`config.mk`:
```
export PLATFORM = sky130hd
export DESIGN_NAME = tx_frame_ctrl
export DESIGN_NICKNAME = d
export VERILOG_FILES = /design/src/rtl/tx_frame_pkg.sv /design/src/rtl/flex_counter_tick.sv /design/src/rtl/tx_frame_ctrl.sv
export SDC_FILE = /design/constraint.sdc
export NUM_CORES = 1
export LEC_CHECK = 0
export BUFFER_PORTS_ARGS = -buffer_cell sky130_fd_sc_hd__buf_2
export CORE_MARGIN = 5
export CORE_UTILIZATION = 32
export DETAILED_ROUTE_END_ITERATION = 16
export HOLD_SLACK_MARGIN = 0.08
export PLACE_DENSITY = 0.51
export SYNTH_ARGS = -nofsm -noshare
export SYNTH_HDL_FRONTEND = slang
export SYNTH_SLANG_ARGS = --single-unit
export TNS_END_PERCENT = 1
```
`constraint.sdc`:
```
create_clock -name clk -period 2.7 [get_ports clk]
set_clock_uncertainty 0.2 [all_clocks]
set_input_delay 0.54 -clock clk [delete_from_list [all_inputs] [get_ports clk]]
set_output_delay 0.54 -clock clk [all_outputs]
set_load 0.005 [all_outputs]
```
`src/rtl/tx_frame_pkg.sv`:
```
`default_nettype none
// ============================================================================
//  Module      : tx_frame_pkg
//  Description : Shared types and constants for the transmit framing
//                controller: FSM state encoding, line-level start/stop
//                values and the frame-length helper.
//  Revision    : 1.0 - initial release
// ============================================================================
package tx_frame_pkg;

    // FSM states of the framing controller.
    typedef enum logic [1:0] {
        IDLE = 2'd0,
        LOAD = 2'd1,
        SEND = 2'd2
    } state_e;

    // Line levels used when assembling a frame.
    localparam logic START_BIT = 1'b0;
    localparam logic STOP_BIT  = 1'b1;

    // Total serial bits per frame: start + data + optional parity + stop(s).
    function automatic int calc_frame_bits(input int data_bits,
                                           input int parity_en,
                                           input int stop_bits);
        return 1 + data_bits + parity_en + stop_bits;
    endfunction

endpackage
`default_nettype wire

```
`src/rtl/flex_counter_tick.sv`:
```
`default_nettype none
// ============================================================================
//  Module      : flex_counter_tick
//  Description : Rollover counter. Counts 0..rollover_i while en_i is high,
//                then wraps to 0. tick_o is high for the single enabled
//                cycle in which the count sits at rollover_i (the wrap
//                cycle). clear_i returns the count to 0.
//  Ports       : clk, rst      - clock, synchronous active-high reset
//                en_i          - advance the count this cycle
//                clear_i       - force count to 0 on the next edge
//                rollover_i    - terminal count value
//                tick_o        - wrap indication (combinational)
//  Revision    : 1.0 - initial release
// ============================================================================
module flex_counter_tick #(
    parameter int WIDTH = 4
) (
    input  logic             clk,
    input  logic             rst,
    input  logic             en_i,
    input  logic             clear_i,
    input  logic [WIDTH-1:0] rollover_i,
    output logic             tick_o
);

    logic [WIDTH-1:0] count_q;
    logic [WIDTH-1:0] count_d;

    assign tick_o = en_i && (count_q == rollover_i);

    always_comb begin
        count_d = count_q;
        if (clear_i) begin
            count_d = '0;
        end else if (en_i) begin
            count_d = tick_o ? '0 : count_q + WIDTH'(1);
        end
    end

    always_ff @(posedge clk) begin
        if (rst) begin
            count_q <= '0;
        end else begin
            count_q <= count_d;
        end
    end

endmodule
`default_nettype wire

```
`src/rtl/tx_frame_ctrl.sv`:
```
`default_nettype none
// ============================================================================
//  Module      : tx_frame_ctrl
//  Description : Transmit framing controller feeding an LSB-first, idle-high
//                parallel-to-serial shifter. Accepts a word on a valid/ready
//                handshake, builds start/data/parity/stop frame, issues one
//                load strobe and then one shift strobe per bit period.
//  Ports       : clk, rst      - clock, synchronous active-high reset
//                data_in       - word to transmit (sampled at handshake only)
//                data_valid    - data_in valid
//                data_ready    - controller idle, can accept a word
//                parallel_out  - assembled frame to shifter parallel_in
//                load_enable   - one-cycle shifter load strobe
//                shift_enable  - one-cycle shifter shift strobe
//                busy          - frame in flight
//                frame_done    - pulse at the end of the final bit period
//  Revision    : 1.0 - initial release
// ============================================================================
module tx_frame_ctrl
    import tx_frame_pkg::*;
#(
    parameter  int DATA_BITS    = 8,
    parameter  int CLKS_PER_BIT = 4,
    parameter  int PARITY_EN    = 0,
    parameter  int STOP_BITS    = 1,
    localparam int FRAME_BITS   = calc_frame_bits(DATA_BITS, PARITY_EN, STOP_BITS)
) (
    input  logic                  clk,
    input  logic                  rst,
    input  logic [DATA_BITS-1:0]  data_in,
    input  logic                  data_valid,
    output logic                  data_ready,
    output logic [FRAME_BITS-1:0] parallel_out,
    output logic                  load_enable,
    output logic                  shift_enable,
    output logic                  busy,
    output logic                  frame_done
);

    localparam int BAUD_W = $clog2(CLKS_PER_BIT);
    localparam int BIT_W  = $clog2(FRAME_BITS + 1);

    state_e                state_q, state_d;
    logic [FRAME_BITS-1:0] frame_q, frame_d;
    logic [FRAME_BITS-1:0] frame_asm;
    logic                  baud_tick;
    logic                  bit_tick;
    logic                  cnt_clear;
    logic                  baud_en;

    // Frame assembly: everything defaults to stop level, then start bit,
    // payload and (optionally) even parity are overlaid from the LSB up.
    always_comb begin
        frame_asm              = {FRAME_BITS{STOP_BIT}};
        frame_asm[0]           = START_BIT;
        frame_asm[DATA_BITS:1] = data_in;
        if (PARITY_EN != 0) begin
            frame_asm[DATA_BITS+1] = ^data_in;
        end
    end

    // Both counters restart in the load cycle so the first bit period is a
    // full CLKS_PER_BIT cycles long.
    assign cnt_clear = (state_q == LOAD);
    assign baud_en   = (state_q == SEND);

    flex_counter_tick #(
        .WIDTH (BAUD_W)
    ) u_baud_cnt (
        .clk        (clk),
        .rst        (rst),
        .en_i       (baud_en),
        .clear_i    (cnt_clear),
        .rollover_i (BAUD_W'(CLKS_PER_BIT - 1)),
        .tick_o     (baud_tick)
    );

    // Bit counter advances once per bit period; its wrap marks the end of
    // the last bit period of the frame.
    flex_counter_tick #(
        .WIDTH (BIT_W)
    ) u_bit_cnt (
        .clk        (clk),
        .rst        (rst),
        .en_i       (baud_tick),
        .clear_i    (cnt_clear),
        .rollover_i (BIT_W'(FRAME_BITS - 1)),
        .tick_o     (bit_tick)
    );

    always_comb begin
        state_d      = state_q;
        frame_d      = frame_q;
        data_ready   = 1'b0;
        load_enable  = 1'b0;
        shift_enable = 1'b0;
        busy         = 1'b0;
        frame_done   = 1'b0;
        case (state_q)
            IDLE: begin
                data_ready = 1'b1;
                if (data_valid) begin
                    frame_d = frame_asm;
                    state_d = LOAD;
                end
            end
            LOAD: begin
                load_enable = 1'b1;
                busy        = 1'b1;
                state_d     = SEND;
            end
            SEND: begin
                busy         = 1'b1;
                shift_enable = baud_tick;
                frame_done   = bit_tick;
                if (bit_tick) begin
                    state_d = IDLE;
                end
            end
            default: begin
                state_d = IDLE;
            end
        endcase
    end

    always_ff @(posedge clk) begin
        if (rst) begin
            state_q <= IDLE;
            frame_q <= '1;
        end else begin
            state_q <= state_d;
            frame_q <= frame_d;
        end
    end

    assign parallel_out = frame_q;

endmodule
`default_nettype wire

```
### After elaboration in Yosys (flattened, before gate mapping)

Index checks and enable logic that the tools add are counted.

* output and inout port bits: 15
* input bits: 11
* logic and storage cells: 29
* bits in registers: 17

* muxes and demuxes: 10
* reduce and logical (&&, ||, !) cells: 7
* equal/unequal tests: 6
* $add $sub $neg: 2

Operator list (count)
* two-way mux 2 bit: 3
* case mux 2 bit (3 select lines): 1
* two-way mux 1 bit: 5
* adder 4 x 1 -> 4 bit, second input constant: 1
* == test 2 bit, second input constant: 2
* == test 4 bit, second input constant: 1
* two-way mux 4 bit: 1
* != test 2 bit, second input constant: 2
* AND reduction 2 bit: 2
* OR reduction 2 bit: 2
* adder 2 x 1 -> 2 bit, second input constant: 1
* == test 2 x 1 -> 1 bit, second input constant: 1
* logical AND 1 bit: 2
* zero test 2 bit: 1

### Logic depth before layout (Yosys ltp)

* depth in word-level cells: 5
* mapped depth: 6
* mapped depth without buffers: 5

### Hierarchy

From an unflattened synthesis, not the netlist that was laid out.

* cell total of the unflattened synthesis: 93
* area total of the unflattened synthesis: 907.1 um^2

By module, submodules not included
* tx_frame_ctrl: area an instance 525.5 um^2, sequential area each 220.2 um^2, cells each 52, instances 1
* flex_counter_tick (u_bit_cnt): area an instance 246.5 um^2, sequential area each 80.1 um^2, cells each 24, instances 1
* flex_counter_tick (u_baud_cnt): area an instance 135.1 um^2, sequential area each 40.0 um^2, cells each 17, instances 1

### Worst setup path before layout

Ideal clock, no wire load.

* path kind: reg-to-output
* from: register state_q[0]
* to: output port frame_done
* path slack: 878 ps
* buffers on the path: 1
* required time: 1960 ps
* arrival time: 1082 ps
* stages on the path, launching flop included: 6
* cell sequence: dfxtp_1 -> inv_1 -> ha_1 -> buf_4 -> nand2_1 -> and2b_2

* word-level cells in the longest chain between the ends: 4

Ends and longest elaborated chain
* from (decl): RTL line tx_frame_ctrl.sv:43 `state_e state_q, state_d;`
* from (signal assigned): RTL line tx_frame_ctrl.sv:131 `state_q <= state_d;`
* == test 2 bit *: RTL line tx_frame_ctrl.sv:65, tx_frame_ctrl.sv:99
* logical AND 1 bit (2 in a row): RTL line flex_counter_tick.sv:29 `assign tick_o = en_i && (count_q == rollover_i);`
* two-way mux 1 bit *: RTL line tx_frame_ctrl.sv:99 `case (state_q)`
* to (decl): RTL line tx_frame_ctrl.sv:37 `output logic frame_done`

Every way passes the cells marked *; elsewhere a longest branch is shown, timed or not.

### Worst setup path in the final report

Same ends and word-level chain as after synthesis.

==> results by group <==
Cells and area
  – Cell Count, Final, Fillers Out: 150
  – Final #Nets: 138
  – Final core utilization: 0.398
  – Fill cell count: 270
  – Area added between synthesis and finish: 18.9%
  – Most common cell after layout, fill and taps aside: sky130_fd_sc_hd__buf_2
  – Ant diodes: 0
  – Most frequent cells in the layout: 24 x sky130_fd_sc_hd__buf_2, 17 x sky130_fd_sc_hd__nand2_1, 17 x sky130_fd_sc_hd__nand3_1, 17 x sky130_fd_sc_hd__dfxtp_1, 7 x sky130_fd_sc_hd__inv_1
  – Layout Cell Area excl Fill: 986 µm²
  – Ratio of cells with drive above 1 in the final layout: 0.258

Setup path
  – Max FO, Critical Path: 9
  – CP Data Arrival Time: ~1600 ps
  – Crit-path slowest cell: sky130_fd_sc_hd__dfxtp_1
  – Startpoint Class: flip-flop
  – Chain of cells forming the critical path: inv_1 -> ha_1 -> nand2_1 -> and2b_2 -> buf_2
  – Worst path bufs/invs: 2
  – Capturing element type of the critical path: output pin
  – Category of the most critical setup path: flip-flop to output pin
  – Data required time at the worst endpoint: ~2000 ps
  – Worst path max stage delay: between 300 and 400 ps
  – Crit-path leading delay family: simple AND/OR/NAND/NOR gates

CTS
  – Post-CTS repair timing setup buffer count: 0
  – Clock slew at reported path FFs: 110 ps
  – Number of clock sinks: 17
  – Clock buffers created by TritonCTS: 3
  – Level count of the clock H-tree: 1
  – CTS tree: built
  – CTS max path bufs: 2
  – CTS root buf: sky130_fd_sc_hd__clkbuf_4
  – Clock latency on the worst-skew pair: 290 ps
  – Post-cts resize count: 0
  – Number of hold-repair buffers added at the cts stage: 0

Yosys
  – Post-synthesis compound-gate area fraction: 0.113
  – Number of synthesized register bits: 17
  – Mapped Avg Cell Area: 8.55 µm²
  – Cells after synthesis: 97
  – Syn Nets: 114
  – Adder and majority gate portion of the synthesized area: 0.0905
  – Distinct cells, synth: 28
  – Netlist area before placement: 830 µm²
  – Mux cell area share after synthesis: 0.0121
  – Simple logic cell fraction of the synthesized area: 0.303
  – Sequential area share after synthesis: 0.410
  – Warnings, synthesis: 0
  – Main combinational cell family by area after synthesis: simple AND/OR/NAND/NOR gates
  – Xor and xnor fraction of the mapped netlist area: 0

Job
  – Number of max-capacitance violations reported: 0

STA
  – Setup repair after global routing missed its margin: false
  – Final Hold Fails: 0
  – Min Hold Slack: 249 ps
  – Minimum setup slack in the final design: 325 ps
  – Final Max Tran Viols: 0
  – Maximum frequency from static timing analysis: 421 MHz
  – Period Utilization, post-route: 0.880
  – Time the final worst path needs with I/O delays and setup: 2370 ps
  – Number of endpoints failing setup at the final stage: 0
  – Fin Setup TNS: 0 ps

Place
  – Port buffer count: 24
  – Final HPWL from detailed placement: 1.40 mm
  – Pre-CTS setup slack: 646 ps
  – Number of cells after detailed placement: 146
  – Placed cell areas: approximately 960 µm²
  – Routability congestion estimate from global placement: 0.693

Detailed routing
  – Total iterations of the first detailed-routing run: 3
  – Iteration-0 DRC count of the detailed router: 12
  – Number of DRC violations after detailed routing: 0
  – Residual antenna-violating net count after detailed routing: 0
  – Overall routed net length: 1.84 mm
  – Post-DR wirelength/cell: 12.2 µm
  – Total vias in the final route: around 730
  – Via count normalized by instance count: 4.83

Floorplan
  – DIE HEIGHT: 60.9 µm
  – Area inside the core boundary: ~0.0025 mm²
  – Area enclosed by the die boundary: 0.00371 mm²
  – Floorplan row count: 18
  – Ports placed on the boundary: 26
  – Starting utilization of the core area: 0.335
  – Horizontal die dimension: 60.9 µm

Power and ir drop
  – Leakage dissipation: around 0.47 nW
  – Power Total: 533 µW
  – Max VDD drop: 286 µV
  – Power density of the placed cells: approximately 540 mW/mm²

GRT
  – Number of antenna violations at the first check in global routing: 0
  – GRT Overall Usage: 0.107
  – Global-route congestion overflow total: 0
  – Via count of the first global-routing pass: 711
  – Maximum number of pins on one net before global-route repair: 14
  – Global-route wire length before repair: 2.96 mm

Outcome
  – Result of the run: finished, final reports clean

Worst hold path
  – Type of the worst min-delay path: flip-flop to flip-flop
==> Yosys cell counts <==
cell type	n	area, µm²
sky130_fd_sc_hd__a2111oi_2	1	15.0
sky130_fd_sc_hd__a21boi_0	1	7.51
sky130_fd_sc_hd__a21oi_1	5	25.0
sky130_fd_sc_hd__a311o_1	1	10.0
sky130_fd_sc_hd__a32oi_1	1	8.76
sky130_fd_sc_hd__and2b_2	1	8.76
sky130_fd_sc_hd__and3b_1	1	8.76
sky130_fd_sc_hd__and4_1	1	8.76
sky130_fd_sc_hd__buf_2	2	10.0
sky130_fd_sc_hd__buf_4	2	15.0
sky130_fd_sc_hd__clkbuf_1	1	3.75
sky130_fd_sc_hd__conb_1	1	3.75
sky130_fd_sc_hd__dfxtp_1	17	340
sky130_fd_sc_hd__ha_1	6	75.1
sky130_fd_sc_hd__inv_1	7	26.3
sky130_fd_sc_hd__mux2i_1	1	10.0
sky130_fd_sc_hd__nand2_1	17	63.8
sky130_fd_sc_hd__nand3_1	17	85.1
sky130_fd_sc_hd__nand4b_2	1	15.0
sky130_fd_sc_hd__nor2_1	3	11.3
sky130_fd_sc_hd__nor2b_1	1	6.26
sky130_fd_sc_hd__nor3b_1	1	7.51
sky130_fd_sc_hd__nor4bb_1	1	10.0
sky130_fd_sc_hd__o211ai_1	1	7.51
sky130_fd_sc_hd__o221a_1	1	11.3
sky130_fd_sc_hd__o41ai_1	1	8.76
sky130_fd_sc_hd__or2b_1	1	7.51
sky130_fd_sc_hd__or3_1	3	18.8
==> cell type report <==
class	count	area [µm²]	share of cell area
clock buffers	3	22.5	0.0228
clock inverters	1	5.00	0.00508
inverters	7	26.3	0.0266
multi-input cells	68	434	0.440
flip-flops and latches	17	340	0.345
well taps	30	37.5	0.0381
repair buffers	24	120	0.122
==> path summary, 6_finish.rpt <==
check | startpoint | to | slack (ps) | cells after the start
min reg2reg | parallel_out[0] | parallel_out[0] | 250 | 2
max | state_q[0] | frame_done | 330 | 5
min | parallel_out[0] | parallel_out[0] | 250 | 2
max reg2reg | state_q[0] | state_q[1] | 890 | 5
==> flip-flops by register name (all words and copies together) (netlist names) <==
register / count
parallel_out: 9
u_bit_cnt.count_q: 4
state_q: 2
u_baud_cnt.count_q: 2
==> per-layer routing <==
| layer | wire, µm | vias up | GRT usage |
|---|---|---|---|
| met2 | 878 | 11 | 0.173 |
| met1 | 847 | 330 | 0.128 |
| met5 | 0 | - | 0 |
| met3 | 92 | 2 | 0.0277 |
| li1 | - | 382 | - |
| met4 | 19 | 0 | 0.0650 |
==> tightest hold or removal path: stages (launching register included) <==
cell and delay (ps):
sky130_fd_sc_hd__dfxtp_1 320, sky130_fd_sc_hd__nand2_1 50, sky130_fd_sc_hd__nand2_1 40
==> kinds of logic (layout without fill, tap and decap cells) <==
family	after synthesis	in the layout
AOI/OAI and AO/OA	12	12
adders and majority gates	6	6
buffers and inverters	12	35
DFF	17	17
muxes	1	1
other	1	1
and+or+nand+nor	48	48
==> report_power, final <==
part	switching, mW	internal (mW)	total, mW
combinational	0.0641	0.0483	0.112
sequential	0.0111	0.271	0.282
clock	0.0827	0.0550	0.138
total	0.158	0.375	0.533
Power figures use the tool's default switching activity.
